**config.mk**
```make
export PLATFORM = sky130hd
export DESIGN_NAME = fft4_input_buffer
export DESIGN_NICKNAME = d
export VERILOG_FILES = /design/src/rtl/fft4_input_buffer.sv
export SDC_FILE = /design/constraint.sdc
export NUM_CORES = 1
export LEC_CHECK = 0
export ABC_AREA = 1
export BUFFER_PORTS_ARGS = -buffer_cell sky130_fd_sc_hd__buf_2
export CAP_MARGIN = 20
export CORE_MARGIN = 5
export CORE_UTILIZATION = 55
export CTS_BUF_LIST = sky130_fd_sc_hd__clkbuf_4
export CTS_CLUSTER_SIZE = 14
export DETAILED_ROUTE_END_ITERATION = 10
export GPL_TIMING_DRIVEN = 0
export PLACE_DENSITY = 0.79
export SLEW_MARGIN = 30
export SYNTH_ARGS = -nofsm -noshare
export SYNTH_HDL_FRONTEND = slang
export SYNTH_SLANG_ARGS = --single-unit
```
**constraint.sdc**
```tcl
create_clock -name clk -period 3.7 [get_ports clk]
set_input_delay 0.185 -clock clk [delete_from_list [all_inputs] [get_ports clk]]
set_output_delay 0.185 -clock clk [all_outputs]
set_load 0.05 [all_outputs]
```
**src/rtl/fft4_input_buffer.sv**
```systemverilog
// fft4_input_buffer: collects four complex samples x0..x3 arriving in natural order
// and presents them as the two stage-1 butterfly operand pairs (x0,x2) and (x1,x3).
// Optional build macro FFT4_BUF_PINGPONG_EN selects two banks (write one frame while
// the other is being presented); undefined gives a single bank.
module fft4_input_buffer #(
  parameter int unsigned DATAWIDTH = 32
) (
  input  logic                 clk,
  input  logic                 rst_n,
  input  logic [DATAWIDTH-1:0] in_data,
  input  logic                 in_valid,
  input  logic                 in_sop,
  output logic                 in_ready,
  output logic [DATAWIDTH-1:0] pair0_1,
  output logic [DATAWIDTH-1:0] pair0_2,
  output logic [DATAWIDTH-1:0] pair1_1,
  output logic [DATAWIDTH-1:0] pair1_2,
  output logic                 out_valid,
  input  logic                 out_ready,
  output logic                 sop_err
);

`ifdef FFT4_BUF_PINGPONG_EN
  localparam int unsigned NumBanks = 2;
`else
  localparam int unsigned NumBanks = 1;
`endif

  typedef enum logic [1:0] {StEmpty, StFilling, StFull} bank_state_e;
  typedef logic [DATAWIDTH-1:0] sample_t;

  // Slot order inside a bank: 0 = pair0_1, 1 = pair0_2, 2 = pair1_1, 3 = pair1_2,
  // i.e. sample k lands in slot bitrev(k).
  bank_state_e state_q [NumBanks];
  bank_state_e state_d [NumBanks];
  sample_t     slot_q  [NumBanks][4];
  sample_t     slot_d  [NumBanks][4];
  sample_t     pair_q  [4];
  sample_t     pair_d  [4];
  logic [1:0]  wr_idx_q, wr_idx_d;
  logic        wr_ptr_q, wr_ptr_d;
  logic        rd_ptr_q, rd_ptr_d;
  logic        sop_err_q, sop_err_d;
  logic        in_xfer, out_xfer;

  assign in_xfer  = in_valid && in_ready;
  assign out_xfer = out_valid && out_ready;

  // State register: banks, pointers, write index and presented pair registers
  always_ff @(posedge clk or negedge rst_n) begin
    if (!rst_n) begin
      state_q   <= '{default: StEmpty};
      slot_q    <= '{default: '0};
      pair_q    <= '{default: '0};
      wr_idx_q  <= 2'd0;
      wr_ptr_q  <= 1'b0;
      rd_ptr_q  <= 1'b0;
      sop_err_q <= 1'b0;
    end else begin
      state_q   <= state_d;
      slot_q    <= slot_d;
      pair_q    <= pair_d;
      wr_idx_q  <= wr_idx_d;
      wr_ptr_q  <= wr_ptr_d;
      rd_ptr_q  <= rd_ptr_d;
      sop_err_q <= sop_err_d;
    end
  end

  // Next-state: retire the read bank on output transfer, store accepted samples
  always_comb begin
    state_d   = state_q;
    slot_d    = slot_q;
    wr_idx_d  = wr_idx_q;
    wr_ptr_d  = wr_ptr_q;
    rd_ptr_d  = rd_ptr_q;
    sop_err_d = 1'b0;
    pair_d    = pair_q;

    // A FULL read bank is never the write bank in the same cycle, so the two
    // updates below never touch the same bank.
    if (out_xfer) begin
      state_d[rd_ptr_q] = StEmpty;
`ifdef FFT4_BUF_PINGPONG_EN
      rd_ptr_d = ~rd_ptr_q;
`endif
    end

    if (in_xfer) begin
      if (in_sop && (wr_idx_q != 2'd0)) begin
        // Restart: drop the partial frame, this sample becomes x0
        slot_d[wr_ptr_q][0] = in_data;
        wr_idx_d            = 2'd1;
        state_d[wr_ptr_q]   = StFilling;
        sop_err_d           = 1'b1;
      end else begin
        slot_d[wr_ptr_q][{wr_idx_q[0], wr_idx_q[1]}] = in_data;
        wr_idx_d = wr_idx_q + 2'd1;
        if (wr_idx_q == 2'd3) begin
          state_d[wr_ptr_q] = StFull;
`ifdef FFT4_BUF_PINGPONG_EN
          wr_ptr_d = ~wr_ptr_q;
`endif
        end else begin
          state_d[wr_ptr_q] = StFilling;
        end
      end
    end

    // Present whichever bank will be FULL on the read side; otherwise hold
    if (state_d[rd_ptr_d] == StFull) begin
      pair_d = slot_d[rd_ptr_d];
    end
  end

  // Outputs: handshakes derived purely from registered state
  always_comb begin
    in_ready  = (state_q[wr_ptr_q] != StFull);
    out_valid = (state_q[rd_ptr_q] == StFull);
    sop_err   = sop_err_q;
    pair0_1   = pair_q[0];
    pair0_2   = pair_q[1];
    pair1_1   = pair_q[2];
    pair1_2   = pair_q[3];
  end

endmodule

```
==> impl_metrics.yaml <==
placed_design:
  gp_congestion: 0.827
  dpl_cell_area_sq_um: 11400
  pre_cts_ws_ns: 1.20
  portBuffers: 167
  dp_hpwl_mm: 18.3
  place_inst: 1546
cells_and_area:
  drive_gt1_share_pct: 23.3
  fill_cells: 1375
  fin_cells: 1696
  regArea_sq_um: 6530
  nNetsFinal: 1466
  synthToLayoutAreaGrowth_pct: 23.9
  fin_area_sq_um: 12600
  multiInputGateArea_sq_um: 3260
  fin_util_pct: 69.7
timing:
  finalWorstPathRequiredPeriod_ns: 2.58
  relSlewSlack_pct: 51.5
  hold_violations: 0
  post-route-period-util_pct: 69.7
  report.final.slew_viol_count: 0
  setup_viol: 0
  finalWorstSetupSlack_ns: 1.12
  rsz0062_at_grt: "no"
  finalSetupTns_ns: 0
  fmax_ghz: 0.388
  worst_clock_skew_ns: 0.0409
  hold_ws_ns: 0.124
  worst_slew_pin_slew_ns: 0.720
detailed_routing:
  vias_per_cell: 5.09
  totalWireLength_mm: 27.6
  vias: 8636
  routedWlPerCell_um: 16.3
  drt_iter0_drc: 774
  ant_nets: 0
  drc: 0
  drtPass1Iterations: 5
synthesis:
  synth_common_cells: "nand2_1 (662), dfrtp_1 (261), nand3_1 (123)"
  yosysMostFrequentCell: "nand2_1"
  async_flop_share_pct: 100
  yosys-top-cells-area: "dfrtp_1 (64%), nand2_1 (24%), nand3_1 (6.1%)"
  yosysSeqAreaShare_pct: 64.2
  synth.distinct_cells: 17
  yosys_warnings: 0
  synth.avg_cell_area_sq_um: 8.87
  synth_seq_cells: 261
  synth_nets: 1189
  postSynthCellCount: 1147
  synth_edf_count: 0
  synth_area_sq_um: 10200
  synth_top_cell_by_area: "dfrtp_1"
  ys.flop_type: "dfrtp_1"
  synth_top_area_share_pct: 64.2
worst_setup_path:
  required_ns: 4.21
  cp.arrival_ns: 3.09
  worst-path-max-fanout: 10
  endpoint_kind: "flop"
  rr_worst_depth: 12
  r2r_slack_ns: 1.12
  reg2reg_to: "pair0_2[22]"
  setup.worst_path.start_class: "flop"
  critical_path_class: "reg -> reg"
  reg2reg_from: "wr_idx_q[0]"
floorplanning:
  die_h_um: 146
  design.core.area_sq_um: 18100
  dieArea_sq_um: 21300
  start_util_pct: 56.3
  ioPinCount: 168
  placementRows: 49
  fp.dieW_um: 146
worst_hold_path:
  hold_class: "in -> async"
cts:
  cts_root_buf: "clkbuf_4"
  cts_tree: "built"
  cts_inserted_buffers: 67
  clk_pin_slew_ns: 0.07
  htree_levels: 3
  cts_max_path_buffers: 3
  clkLatencyLatePin_ns: 0.66
  numClockSinks: 261
power:
  p_switching_mw: 5.45
  clkPwrFrac_pct: 20.2
  power_frac_comb_pct: 41.4
  p_int_mw: 6.48
  ir_worst_vdd_mv: 0.551
  switching_share_pct: 45.7
  p_leak_nw: 7.32
  p_total_mw: 11.9
  power_density_nw_per_um2: 947
  pwr-share-seq_pct: 38.3
global_routing:
  grt-ovfl-total: 0
  grt_usage_pct: 26.6
  grt_pass1_wl_mm: 45.2
  grt_max_degree: 91
  grt_pass1_vias: 8754
  antenna_found_initial: 1
run:
  drv_cap: 0
status:
  status: "completed"
==> worst max path at each step <==
stage	start	slack [ns]	depth (start not counted)	to
floorplan	wr_idx_q[0]	2.03	10	pair1_2[10]
global placement	rst_n	-2.09	1	pair0_2[1]
detailed placement	wr_idx_q[0]	1.20	12	pair0_2[13]
CTS	wr_idx_q[0]	1.18	12	pair0_2[22]
global route	wr_idx_q[0]	1.02	12	pair0_2[7]
finish	wr_idx_q[0]	1.12	12	pair0_2[22]
==> worst max-delay path: stages (launching register included) <==
cell and delay [ns]:
dfrtp_1 0.41, inv_1 0.14, ha_1 0.18, inv_1 0.06
nand2_1 0.13, inv_1 0.11, nor2_2 0.40, nand2_1 0.42
buf_2 0.32, nand2_1 0.08, nand2_1 0.08, nand2_1 0.08
nand2_1 0.06
==> power by group through the flow <==
| stage | sequential [mW] | combinational, mW | clock (mW) |
|---|---|---|---|
| 2_1_floorplan | 6.50 | 1.63 | 0 |
| 3_3_place_gp | 4.58 | 4.77 | 0 |
| 3_5_place_dp | 4.60 | 4.88 | 0 |
| 4_1_cts | 4.56 | 4.94 | 2.46 |
| 5_1_grt | 4.70 | 5.36 | 2.64 |
| 6_report | 4.57 | 4.94 | 2.42 |
==> metal layers <==
layer	share of wire [%]	wire length (um)	vias up	track usage (%)
met2	47	13100	346	42.3
met5	0	0	-	0
li1	-	-	4160	-
met1	42	11700	4072	35.4
met3	7.6	2100	58	6.82
met4	2.6	729	0	10.8
==> logic make-up (layout without fill, tap and decap cells) <==
family,after synthesis,after routing,share of synthesized area [%]
AO/OA/AOI/OAI,8,8,0.504
adder cells (fa/ha/maj),5,5,0.615
other,0,2,0
AND/OR/NAND/NOR,794,794,30.9
buffers and inverters,79,397,3.76
flip-flops,261,261,64.2
==> flip-flops by register name, indices dropped and copies added, names as in the netlist <==
name,flops
sop_err,1
pair0_1,32
state_q,2
pair1_2,32
pair0_2,32
pair1_1,32
wr_idx_q,2
slot_q,128
==> cells in the final DEF (no fill, tap or decap), types with 3 or more instances in the layout <==
cell           Yosys  routed
ha_1               5       5
nor2_1             4       4
buf_16             0       3
a21oi_1            3       3
clkinv_1           0       6
dfrtp_1          261     261
dlygate4sd3_1      0      37
inv_2              3       3
clkbuf_1           8       8
buf_4              6       6
clkbuf_4           0     100
clkinv_2           0       3
nand2_1          662     662
inv_1             11      11
o21ai_0            3       3
buf_2             51     217
nand3_1          123     123
==> final cells by class <==
class / count / area share, %
clock inverters: 10 / 0.536
flip-flops and latches: 261 / 51.8
repair buffers: 208 / 10.5
inverters: 14 / 0.417
well taps: 229 / 2.27
plain buffers: 65 / 2.62
clock buffers: 100 / 5.96
diodes: 2 / 0.0397
multi-input cells: 807 / 25.9
==> timing repair <==
| item | CTS | global route |
|---|---|---|
| resized for setup | 0 | 0 |
| hold endpoints to repair | 518 | 0 |
| setup buffers | 0 | 0 |
| hold buffers | 38 | 0 |
Power figures use the tool's default switching activity.
